===== src/rtl/program_loader_pkg.sv =====
// Shared definitions for the program loader: state encoding, frame sync byte
// and instruction width.
package program_loader_pkg;

   localparam int          INS_W     = 12;
   localparam logic [7:0]  SYNC_BYTE = 8'hA5;

   typedef enum logic [2:0] {
      ST_IDLE,
      ST_SYNC,
      ST_COUNT,
      ST_HI,
      ST_LO,
      ST_CHECK,
      ST_DONE,
      ST_ERR
   } state_e;

endpackage


===== src/rtl/program_loader_if.sv =====
// Byte-stream input, arm pulse and program-memory load port of the loader.
interface program_loader_if #(parameter int ADDR_W = 8) ();
   import program_loader_pkg::*;

   logic              start;
   logic              in_valid;
   logic [7:0]        in_data;
   logic              in_ready;
   logic              load_we;
   logic [ADDR_W-1:0] load_addr;
   logic [INS_W-1:0]  load_ins;
   logic              load_done;
   logic              load_err;

   modport master (
      output start, in_valid, in_data,
      input  in_ready, load_we, load_addr, load_ins, load_done, load_err
   );

   modport slave (
      input  start, in_valid, in_data,
      output in_ready, load_we, load_addr, load_ins, load_done, load_err
   );

endinterface


===== src/rtl/program_loader.sv =====
// Framed byte stream (A5, N, N x {hi,lo} [, xor]) to program memory writes.
// Trailing checksum byte is enabled by defining PROGRAM_LOADER_CHECKSUM_EN.
module program_loader
   import program_loader_pkg::*;
#(
   parameter int DEPTH  = 10,
   parameter int ADDR_W = 8
) (
   input  logic            CLK,
   input  logic            RST,
   program_loader_if.slave bus
);

   localparam logic [7:0] DEPTH_B = 8'(DEPTH);

   state_e             state, state_d;
   logic [7:0]         cnt, cnt_d;
   logic [7:0]         idx, idx_d;
   logic [3:0]         nib, nib_d;
   logic               we_d, done_d, err_d;
   logic [ADDR_W-1:0]  addr_d;
   logic [INS_W-1:0]   ins_d;
   logic               acc;
   logic [7:0]         idx_inc;
`ifdef PROGRAM_LOADER_CHECKSUM_EN
   logic [7:0]         csum, csum_d;
`endif

   assign bus.in_ready = (state == ST_SYNC) || (state == ST_COUNT) || (state == ST_HI) ||
                         (state == ST_LO)   || (state == ST_CHECK);
   assign acc     = bus.in_valid && bus.in_ready;
   assign idx_inc = idx + 8'd1;

   always_comb begin
      state_d = state;
      cnt_d   = cnt;
      idx_d   = idx;
      nib_d   = nib;
      we_d    = 1'b0;
      addr_d  = bus.load_addr;
      ins_d   = bus.load_ins;
      done_d  = bus.load_done;
      err_d   = bus.load_err;
`ifdef PROGRAM_LOADER_CHECKSUM_EN
      csum_d  = csum;
`endif
      // start wins over a byte accepted in the same cycle
      if (bus.start) begin
         state_d = ST_SYNC;
         idx_d   = 8'd0;
         done_d  = 1'b0;
         err_d   = 1'b0;
`ifdef PROGRAM_LOADER_CHECKSUM_EN
         csum_d  = 8'd0;
`endif
      end else if (acc) begin
         case (state)
            ST_SYNC: if (bus.in_data == SYNC_BYTE) state_d = ST_COUNT;
            ST_COUNT: begin
               if (bus.in_data == 8'd0 || bus.in_data > DEPTH_B) begin
                  state_d = ST_ERR;
                  err_d   = 1'b1;
               end else begin
                  cnt_d   = bus.in_data;
                  idx_d   = 8'd0;
                  state_d = ST_HI;
               end
            end
            ST_HI: begin
               nib_d   = bus.in_data[3:0];
               state_d = ST_LO;
`ifdef PROGRAM_LOADER_CHECKSUM_EN
               csum_d  = csum ^ bus.in_data;
`endif
            end
            ST_LO: begin
               we_d    = 1'b1;
               addr_d  = ADDR_W'(idx);
               ins_d   = {nib, bus.in_data};
               idx_d   = idx_inc;
               state_d = ST_HI;
`ifdef PROGRAM_LOADER_CHECKSUM_EN
               csum_d  = csum ^ bus.in_data;
               if (idx_inc == cnt) state_d = ST_CHECK;
`else
               if (idx_inc == cnt) begin
                  state_d = ST_DONE;
                  done_d  = 1'b1;
               end
`endif
            end
`ifdef PROGRAM_LOADER_CHECKSUM_EN
            ST_CHECK: begin
               if (bus.in_data == csum) begin
                  state_d = ST_DONE;
                  done_d  = 1'b1;
               end else begin
                  state_d = ST_ERR;
                  err_d   = 1'b1;
               end
            end
`endif
            default: ;
         endcase
      end
   end

   always_ff @(posedge CLK or negedge RST) begin
      if (!RST) begin
         state         <= ST_IDLE;
         cnt           <= 8'd0;
         idx           <= 8'd0;
         nib           <= 4'd0;
         bus.load_we   <= 1'b0;
         bus.load_addr <= '0;
         bus.load_ins  <= '0;
         bus.load_done <= 1'b0;
         bus.load_err  <= 1'b0;
`ifdef PROGRAM_LOADER_CHECKSUM_EN
         csum          <= 8'd0;
`endif
      end else begin
         state         <= state_d;
         cnt           <= cnt_d;
         idx           <= idx_d;
         nib           <= nib_d;
         bus.load_we   <= we_d;
         bus.load_addr <= addr_d;
         bus.load_ins  <= ins_d;
         bus.load_done <= done_d;
         bus.load_err  <= err_d;
`ifdef PROGRAM_LOADER_CHECKSUM_EN
         csum          <= csum_d;
`endif
      end
   end

endmodule

===== src/flat_wrapper.sv =====
// flat-port wrapper written by rule: the top's interface ports become plain ports
module program_loader_flat import program_loader_pkg::*;
#(
   parameter int DEPTH  = 10,
   parameter int ADDR_W = 8
)
  (CLK, RST, bus_start, bus_in_valid, bus_in_data, bus_in_ready, bus_load_we, bus_load_addr, bus_load_ins, bus_load_done, bus_load_err);
  program_loader_if #(.ADDR_W(ADDR_W)) bus_i ();
  input  logic CLK;
  input  logic RST;
  input wire logic [$bits(bus_i.start)-1:0] bus_start;
  input wire logic [$bits(bus_i.in_valid)-1:0] bus_in_valid;
  input wire logic [$bits(bus_i.in_data)-1:0] bus_in_data;
  output wire logic [$bits(bus_i.in_ready)-1:0] bus_in_ready;
  output wire logic [$bits(bus_i.load_we)-1:0] bus_load_we;
  output wire logic [$bits(bus_i.load_addr)-1:0] bus_load_addr;
  output wire logic [$bits(bus_i.load_ins)-1:0] bus_load_ins;
  output wire logic [$bits(bus_i.load_done)-1:0] bus_load_done;
  output wire logic [$bits(bus_i.load_err)-1:0] bus_load_err;
  assign bus_i.start = bus_start;
  assign bus_i.in_valid = bus_in_valid;
  assign bus_i.in_data = bus_in_data;
  assign bus_in_ready = bus_i.in_ready;
  assign bus_load_we = bus_i.load_we;
  assign bus_load_addr = bus_i.load_addr;
  assign bus_load_ins = bus_i.load_ins;
  assign bus_load_done = bus_i.load_done;
  assign bus_load_err = bus_i.load_err;
  program_loader #(.DEPTH(DEPTH), .ADDR_W(ADDR_W)) u_core (.CLK(CLK), .RST(RST), .bus(bus_i));
endmodule

===== config.mk =====
export PLATFORM = sky130hd
export DESIGN_NAME = program_loader_flat
export DESIGN_NICKNAME = d
export VERILOG_FILES = /design/src/rtl/program_loader_pkg.sv /design/src/rtl/program_loader_if.sv /design/src/rtl/program_loader.sv /design/src/flat_wrapper.sv
export SDC_FILE = /design/constraint.sdc
export NUM_CORES = 1
export LEC_CHECK = 0
export BUFFER_PORTS_ARGS = -buffer_cell sky130_fd_sc_hd__buf_2
export CORE_ASPECT_RATIO = 1.25
export CORE_MARGIN = 4
export CORE_UTILIZATION = 50
export CTS_CLUSTER_SIZE = 30
export DETAILED_ROUTE_END_ITERATION = 8
export PLACE_DENSITY_LB_ADDON = 0.3
export SYNTH_ARGS = -nofsm -noshare
export SYNTH_HDL_FRONTEND = slang
export SYNTH_SLANG_ARGS = --single-unit

===== constraint.sdc =====
create_clock -name CLK -period 2.3 [get_ports CLK]
set_input_delay 0.23 -clock CLK [delete_from_list [all_inputs] [get_ports CLK]]
set_output_delay 0.23 -clock CLK [all_outputs]
set_load 0.02 [all_outputs]

Yosys cells after proc, flatten, opt, wreduce, memory -nomap -nowiden --
Cells that the tools add are included.
Cells by class: bitwise logic cells 2, reductions and logical operators 21, $lt $le $gt $ge 1, add/subtract/negate cells 1, equal/unequal tests 9, mux-type cells 21
Operators with widths (count):
- 8-bit two-way mux | 3
- 3-bit AND reduction | 6
- 8-bit one-hot mux with 2 select lines | 1
- 3-bit two-way mux | 5
- 3-bit one-hot mux with 4 select lines | 1
- 1-bit two-way mux | 11
- 2-bit nonzero test | 5
- 8-bit by 1-bit adder with 8-bit output (second input constant) | 1
- 8-bit equality test | 1
- 8-bit equality test (second input constant) | 1
- 8-bit by 4-bit > comparator with 1-bit output (second input constant) | 1
- 8-bit zero test | 1
- 3-bit by 2-bit equality test with 1-bit output (second input constant) | 2
- 3-bit equality test (second input constant) | 2
- 3-bit inequality test (second input constant) | 2
- 1-bit logical OR | 5
- 5-bit nonzero test | 1
- 4-bit AND reduction | 1
- 3-bit by 1-bit equality test with 1-bit output (second input constant) | 1
- 3-bit nonzero test | 1
- 1-bit inverter | 2
- 1-bit logical AND | 1
Word-level totals: output and inout port bits 24, register bits after elaboration 46, logic and storage cells 64

Longest topological paths before layout --
Gate-level depths: netlist (run 1).
depth after elaboration 8, mapped depth 7, depth with buffers taken out 7

Worst setup path before layout (run 1) --
Ideal clock, no wire load.
path type register to register, from register u_core.idx[0], to register u_core.bus.load_done, data arrival time 2226 ps, stages on the path, launching flop included 8, clock period less this slack 2301 ps, data required time 2226 ps, path slack -1 ps, path through dfrtp_1 > ha_1 > nand3_1 > or2_1 > a221o_1 > a211o_1 > or4b_4 > o21ai_2
On the way: word-level cells in the longest chain between the ends 4
Ends and longest elaborated chain:
- from (decl) | line program_loader.sv:18 | logic [7:0] idx, idx_d;
- from (signal assigned) | line program_loader.sv:125 | idx <= idx_d;
- 8-bit by 1-bit adder with 8-bit output | line program_loader.sv:32 | assign idx_inc = idx + 8'd1;
- 8-bit equality test | line program_loader.sv:86 | if (idx_inc == cnt) begin
- 2-bit nonzero test (no line)
- 3-bit AND reduction (no line)
- to (signal assigned) | line program_loader.sv:130 | bus.load_done <= done_d;
- to (decl) | line program_loader_if.sv:22 | output in_ready, load_we, load_addr, load_ins, load_done, load_err
No other way between the ends. A chain may end at the register's enable or synchronous reset.

Final worst setup path (run 1) --
from register u_core.idx[1], to register u_core.state[2]
On the way: word-level cells in the longest chain between the ends 6
Ends and longest elaborated chain:
- 8-bit by 1-bit adder with 8-bit output | line program_loader.sv:32
- 8-bit equality test | line program_loader.sv:86
- 3-bit two-way mux | line program_loader.sv:86
- 3-bit one-hot mux with 4 select lines | line program_loader.sv:57 | case (state)
- 3-bit two-way mux | line program_loader.sv:56 | end else if (acc) begin
- 3-bit two-way mux | line program_loader.sv:48 | if (bus.start) begin
- to (signal assigned) | line program_loader.sv:123 | state <= state_d;
- to (decl) | line program_loader.sv:16 | state_e state, state_d;
No other way between the ends. The select of a mux whose other input is x is not followed.

==> results by group, run 1 <==
Status
  • Status: finished clean

Floorplan
  • Core area: 0.004164 mm^2
  • FP Rows: 26
  • Die Area: 0.005554 mm^2
  • Die Y: 82.33 um
  • I/O Pins: 36
  • Initial core utilization: 53.06%
  • DIE WIDTH: 67.46 um

Worst setup path
  • FF-to-FF Start: u_core.idx[1]$_DFFE_PN0P_
  • WS Path Type: reg2reg
  • Reg2reg setup slack: 0.04 ns
  • Crit path max fanout: 4
  • Setup crit end kind: flip-flop
  • WP data arrival: 2.51 ns
  • Worst R2R End: u_core.state[2]$_DFFE_PN0P_
  • Worst path depth: 7
  • Largest delay contributor family on the critical path: simple AND/OR/NAND/NOR gates
  • WP data required: 2.54 ns
  • Crit path launch type: flip-flop
  • Slowest Stage Delay on Critical Path: 0.50 ns
  • Cells on worst reg2reg path: 7
  • CP cell instances: buf_6 -> nand3_1 -> or3_4 -> a221o_1 -> a211o_1 -> or4b_4 -> nand2_1
  • Crit path buffers/inverters: 1
  • Worst path slowest cell: or4b_4

Clock tree
  • CTS clk-pin slew, worst paths: 0.09 ns
  • H-tree depth: 2
  • Clock Latency Late Sink: 0.30 ns
  • CTS tree: built
  • Clock sink count: 46
  • Clock Tree Root: clkbuf_8
  • CTS max path bufs: 2
  • Num CTS Buffers: 5

Logic synthesis
  • Yosys cell types: 44
  • Main synth FF type: dfrtp_1
  • Cell count after synthesis: 197
  • Async SR Flop Fraction: 100.0%
  • Synth warn: 0
  • Avg Cell Area, Syn: 11.22 um^2
  • Mapped Area: 0.002210 mm^2
  • EDFF count, synth: 0
  • Register area share after synthesis: 52.10%
  • #FFs+latches synth: 46
  • Mapped Nets: 210

STA
  • Min Tclk post-route: 2.263 ns
  • Worst slew pin tran: 0.4222 ns
  • Final worst slack: 0.03651 ns
  • Tcrit/Tclk final: 98.41%
  • Maximum clock rate: 441.8 MHz
  • Clock Skews: 0.004606 ns
  • Slew headroom: 71.79%
  • Hold Fails Final Rpt: 0
  • # setup viols final: 0
  • Pins Over Slew Limit: 0

GRT
  • Largest net degree at the start of global routing: 23
  • Vias in the first global route: 1807
  • Gr ovfl total: 0
  • Initial antenna violation count: 0
  • Overall routing resource usage: 19.96%
  • First-pass GRT wire length: 8390 um

Worst hold path
  • Hold Startpoint: bus_in_data[6]
  • Kind of path behind the tightest hold check: in2reg
  • Hold depth: 2
  • Worst hold path endpoint: u_core.bus.load_ins[6]$_DFFE_PN0P_

Pwr
  • Max IR drop VDD: 0.0004984 V
  • Total power: 1.909 mW
  • Leak: 1.342 nW
  • Pwr dens: 703.7 mW/mm^2

Finish
  • Fin area: 0.002713 mm^2
  • Layout area overhead: 22.76%
  • Final nets: 262
  • # diodes: 0
  • Core Util, Final: 65.14%
  • Register Area: 0.001151 mm^2
  • Area of the multi-input gates: 0.001018 mm^2
  • Filler cells: 345
  • Share of layout cells above drive strength 1: 39.20%

Routing
  • Final WL: 4927 um
  • Drt pass-1 iters: 4
  • Antenna-violating nets left: 0
  • Drt wl/cell: 16.10 um
  • Vias: 1711
  • DRC: 0
  • 1st-iter DRT viols: 89
  • Vias per Instance: 5.592

Job
  • Maxcap violations: 0

Placed design
  • Dpl hpwl: 3693 um
  • Post-DP Area: 0.002529 mm^2
  • GP Congestion: 0.8823
  • Dpl ws: 0.03267 ns
  • Port bufs: 35
==> where the power goes <==
part           switching, mW  internal [mW]  leakage [nW]
Sequential            0.0438          0.883         0.621
Combinational          0.150          0.116         0.652
Clock                  0.280          0.435        0.0683
==> per-layer routing <==
layer / up-vias / part of all wire (%) / wire [um] / GRT usage, %
li1: 819 / - / - / -
met1: 829 / 42 / 2059 / 24.84
met2: 54 / 52 / 2571 / 35.35
met3: 9 / 4.4 / 218 / 2.977
met4: 0 / 1.6 / 78 / 6.085
met5: - / 0 / 0 / 0
==> repair_timing <==
action | 4_1_cts | 5_1_grt
hold buffers | 1 | 0
endpoints found under the hold margin | 10 | 0
setup buffers | 0 | 3
resized for setup | 0 | 2
setup endpoints to repair | 0 | 2
==> area by class of cell <==
type,instances,area share [%]
clock buffers,5,2.537
inverters,5,0.6919
repair buffers,53,11.67
multi-input cells,138,37.55
clock inverters,3,2.537
well taps,56,2.583
flip-flops and latches,46,42.44
==> sequential cells by signal (all words and copies together), names as in the netlist <==
register and count:
u_core.bus.load_ins 12, u_core.bus.load_done 1, u_core.nib 4, u_core.bus.load_err 1
u_core.idx 8, u_core.state 3, u_core.bus.load_we 1, u_core.cnt 8
u_core.bus.load_addr 8
==> worst max path at each step <==
stage / startpoint / to / slack (ns)
6_report: u_core.idx[1]$_DFFE_PN0P_ / u_core.state[2]$_DFFE_PN0P_ / 0.04
5_1_grt: u_core.idx[1]$_DFFE_PN0P_ / u_core.bus.load_done$_DFFE_PN0P_ / -0.05
4_1_cts: u_core.idx[1]$_DFFE_PN0P_ / u_core.state[2]$_DFFE_PN0P_ / 0.02
3_5_place_dp: u_core.idx[1]$_DFFE_PN0P_ / u_core.state[2]$_DFFE_PN0P_ / 0.03
3_3_place_gp: u_core.idx[1]$_DFFE_PN0P_ / u_core.bus.load_done$_DFFE_PN0P_ / 0.10
2_1_floorplan: u_core.idx[0]$_DFFE_PN0P_ / u_core.bus.load_done$_DFFE_PN0P_ / 0.01
==> metrics by stage <==
| step | setup TNS (ns) | hold slack, ns | cells |
|---|---|---|---|
| 2_1_floorplan | 0 | -0.06559 | 197 |
| 3_3_place_gp | 0 | 0.1121 | 294 |
| 3_5_place_dp | 0 | 0.1148 | 294 |
| 4_1_cts | 0 | 0.1885 | 303 |
| 5_1_grt | -0.1025 | 0.2039 | 306 |
| 6_report | 0 | 0.1889 | 306 |
==> logic make-up after synthesis <==
family / Yosys count / synth area share, %
multiplexers: 29 / 14.78
buffers and inverters: 13 / 2.378
AND/OR/NAND/NOR: 64 / 16.20
flip-flops: 46 / 52.09
adder cells (fa/ha/maj): 1 / 0.5662
XOR/XNOR: 9 / 3.568
AO/OA/AOI/OAI: 35 / 10.42
==> Yosys cell counts, drive strengths merged, types with 3 or more instances <==
cell | n | share of area, %
dfrtp | 46 | 52
mux2 | 29 | 15
nand2 | 15 | 2.7
nor2 | 12 | 2.0
a21oi | 11 | 2.5
o21ai | 9 | 2.2
xnor2 | 6 | 2.4
clkbuf | 5 | 0.85
inv | 5 | 0.85
nor3 | 5 | 1.1
nand3 | 4 | 0.91
nor2b | 4 | 1.1
nor4 | 4 | 1.1
a31oi | 3 | 0.85
and2 | 3 | 0.85
buf | 3 | 0.68
nand4b | 3 | 1.2
xor2 | 3 | 1.2
==> cell usage in the layout (no fill, tap or decap), drive strengths merged, types with 3 or more instances in the layout <==
| cell | instances |
|---|---|
| a21oi | 11 |
| a31oi | 3 |
| and2 | 3 |
| buf | 52 |
| clkbuf | 5 |
| dfrtp | 46 |
| inv | 5 |
| mux2 | 29 |
| nand2 | 15 |
| nand3 | 4 |
| nand4b | 3 |
| nor2 | 12 |
| nor2b | 4 |
| nor3 | 5 |
| nor4 | 4 |
| o21ai | 9 |
| xnor2 | 6 |
| xor2 | 3 |
Note: power is estimated with default switching activity, not from simulation.
==> run 2, diff against run 1 <==
--- a/config.mk
+++ b/config.mk
@@ -5,7 +5,7 @@
 export SDC_FILE = /design/constraint.sdc
 export NUM_CORES = 1
 export LEC_CHECK = 0
-export BUFFER_PORTS_ARGS = -buffer_cell sky130_fd_sc_hd__buf_2
+export BUFFER_PORTS_ARGS = -buffer_cell sky130_fd_sc_hd__buf_4
 export CORE_ASPECT_RATIO = 1.25
 export CORE_MARGIN = 4
 export CORE_UTILIZATION = 50
==> results by group, run 2 (same netlist as run 1, synthesis figures left out) <==
Worst setup path
  • Crit path max fanout: 5 (+1)
  • Slowest Stage Delay on Critical Path: 0.53 ns (+0.03 ns)
  • WP data arrival: 2.43 ns (-0.08 ns)
  • Setup crit end kind: flip-flop
  • Largest delay contributor family on the critical path: simple AND/OR/NAND/NOR gates
  • WS Path Type: reg2reg
  • Crit path launch type: flip-flop
  • Worst path slowest cell: or4b_4
  • Crit path buffers/inverters: 0 (-1)
  • WP data required: 2.55 ns (about the same)
  • CP cell instances: ha_2 -> nand3_1 -> or2_1 -> a221o_1 -> a211o_1 -> or4b_4 -> o21ai_2

GRT
  • Initial antenna violation count: 0 (unchanged)
  • Gr ovfl total: 0 (unchanged)
  • Largest net degree at the start of global routing: 47 (+100%)
  • Overall routing resource usage: 19.65% (-0.31 points)
  • Vias in the first global route: 1751 (-3.1%)
  • First-pass GRT wire length: 8093 um (-3.5%)

Finish
  • Share of layout cells above drive strength 1: 38.62% (-0.58 points)
  • Filler cells: 363 (+5.2%)
  • Max FFs per register: 12 (unchanged)
  • Fin area: 0.002715 mm^2 (about the same)
  • Most frequent cells in the layout: buf_4 (48), dfrtp_1 (45), mux2_2 (29), nand2_1 (14), nor2_1 (12)
  • Most common cell after layout, fill and taps aside: buf_4
  • # diodes: 0 (unchanged)
  • Final nets: 258 (-1.5%)
  • Biggest register: u_core.bus.load_ins
  • Layout area overhead: 22.88% (about the same)

STA
  • WHS: 0.1732 ns (-0.01571 ns)
  • Pins Over Slew Limit: 0 (unchanged)
  • Tcrit/Tclk final: 95.00% (-3.4 points)
  • RSZ-0062 raised after global routing: no
  • Worst slew pin tran: 0.5751 ns (+0.1529 ns)
  • Min Tclk post-route: 2.185 ns (-0.07854 ns)
  • Setup TNS: 0 ns (unchanged)
  • Slew headroom: 60.67% (-11 points)
  • Hold Fails Final Rpt: 0 (unchanged)
  • # setup viols final: 0 (unchanged)
  • Maximum clock rate: 457.7 MHz (+3.6%)
  • Clock Skews: 0.007346 ns (+0.002740 ns)

Floorplan
  • Core area: 0.004164 mm^2 (unchanged)
  • FP Rows: 26 (unchanged)
  • Initial core utilization: 53.06% (unchanged)
  • Die Y: 82.33 um (unchanged)
  • I/O Pins: 36 (unchanged)
  • DIE WIDTH: 67.46 um (unchanged)
  • Die Area: 0.005554 mm^2 (unchanged)

Routing
  • Vias: 1695 (-0.94%)
  • 1st-iter DRT viols: 83 (-6.7%)
  • Vias per Instance: 5.613 (+0.38%)
  • Antenna-violating nets left: 0 (unchanged)
  • Drt pass-1 iters: 4 (unchanged)
  • Final WL: 4837 um (-1.8%)
  • DRC: 0 (unchanged)
  • Drt wl/cell: 16.02 um (-0.53%)

Placed design
  • Port bufs: 35 (unchanged)
  • Dpl hpwl: 3496 um (-5.3%)
  • Post-DP Area: 0.002609 mm^2 (+3.2%)
  • GP Congestion: 0.8351 (-5.3%)

Clock tree
  • CTS max path bufs: 2 (unchanged)
  • Num CTS Buffers: 5 (unchanged)
  • CTS tree: built
  • Clock Tree Root: clkbuf_8
  • CTS clk-pin slew, worst paths: 0.09 ns (about the same)
  • H-tree depth: 2 (unchanged)
  • Clock Latency Late Sink: 0.31 ns (about the same)
  • Clock sink count: 46 (unchanged)

Pwr
  • Leak: 1.310 nW (-2.4%)
  • Pwr dens: 643.9 mW/mm^2 (-8.5%)
  • Max IR drop VDD: 0.0004880 V (-2.1%)

Worst hold path
  • Kind of path behind the tightest hold check: in2reg

Job
  • Maxcap violations: 0 (unchanged)

Status
  • Status: finished clean
run 2: changes by cell type in the layout (fill, tap and decap cells not counted), sizes merged:
cell,previous run,this run
clkinv,1,0
bufinv,2,0
inv,5,8
buf,52,48
run 2: layout make-up:
cell class | count | area (um^2) | share of cell area [%]
Timing Repair Buffer | 49 | 370.4 | 13.64
Inverter | 5 | 18.77 | 0.6912
Clock buffer | 5 | 68.82 | 2.535
Tap cell | 56 | 70.07 | 2.581
Clock inverter | 3 | 26.28 | 0.9677
Multi-Input combinational cell | 138 | 1008 | 37.14
Sequential cell | 46 | 1152 | 42.44
run 2: where the power goes:
part	total [mW]	internal (mW)	switching [mW]
clock	0.532	0.226	0.306
combinational	0.290	0.141	0.149
sequential	0.927	0.883	0.0435
total	1.75	1.25	0.499
run 2: stage by stage:
step                      std cells  setup slack, ns  util, %  power [mW]
after global placement          293           0.1100    62.65       1.225
after detailed placement        293          0.09149    62.65       1.235
after CTS                       302          0.07485    65.17       1.761
final                           302           0.1151    65.20       1.748
after global routing            302         0.003129    65.20       1.833
after floorplan                 197          0.01355        -       1.095
run 2: what timing repair did:
action                                  CTS  global route
setup buffers                             0             0
hold buffers                              1             0
endpoints found under the setup margin    0             2
resized for setup                         0             1
endpoints found under the hold margin    46             0
run 2: per-layer routing:
metal | vias up | track usage, % | part of all wire [%]
li1 | 803 | - | -
met5 | - | 0 | 0
met2 | 41 | 33.69 | 51
met3 | 7 | 5.413 | 5.1
met4 | 0 | 5.477 | 1.2
met1 | 844 | 24.05 | 43
run 2: worst paths after layout:
path / start / endpoint / slack (ns) / depth (start not counted)
min in group asynchronous: RST / u_core.idx[5]$_DFFE_PN0P_ / 0.46 / 2
setup reg to reg: u_core.idx[1]$_DFFE_PN0P_ / u_core.bus.load_done$_DFFE_PN0P_ / 0.12 / 7
setup / recovery: u_core.idx[1]$_DFFE_PN0P_ / u_core.bus.load_done$_DFFE_PN0P_ / 0.12 / 7
hold / removal: bus_in_data[4] / u_core.bus.load_ins[4]$_DFFE_PN0P_ / 0.17 / 2
max in group asynchronous: RST / u_core.idx[2]$_DFFE_PN0P_ / 1.43 / 2
hold reg to reg: u_core.bus.load_addr[5]$_DFFE_PN0P_ / u_core.bus.load_addr[5]$_DFFE_PN0P_ / 0.51 / 1
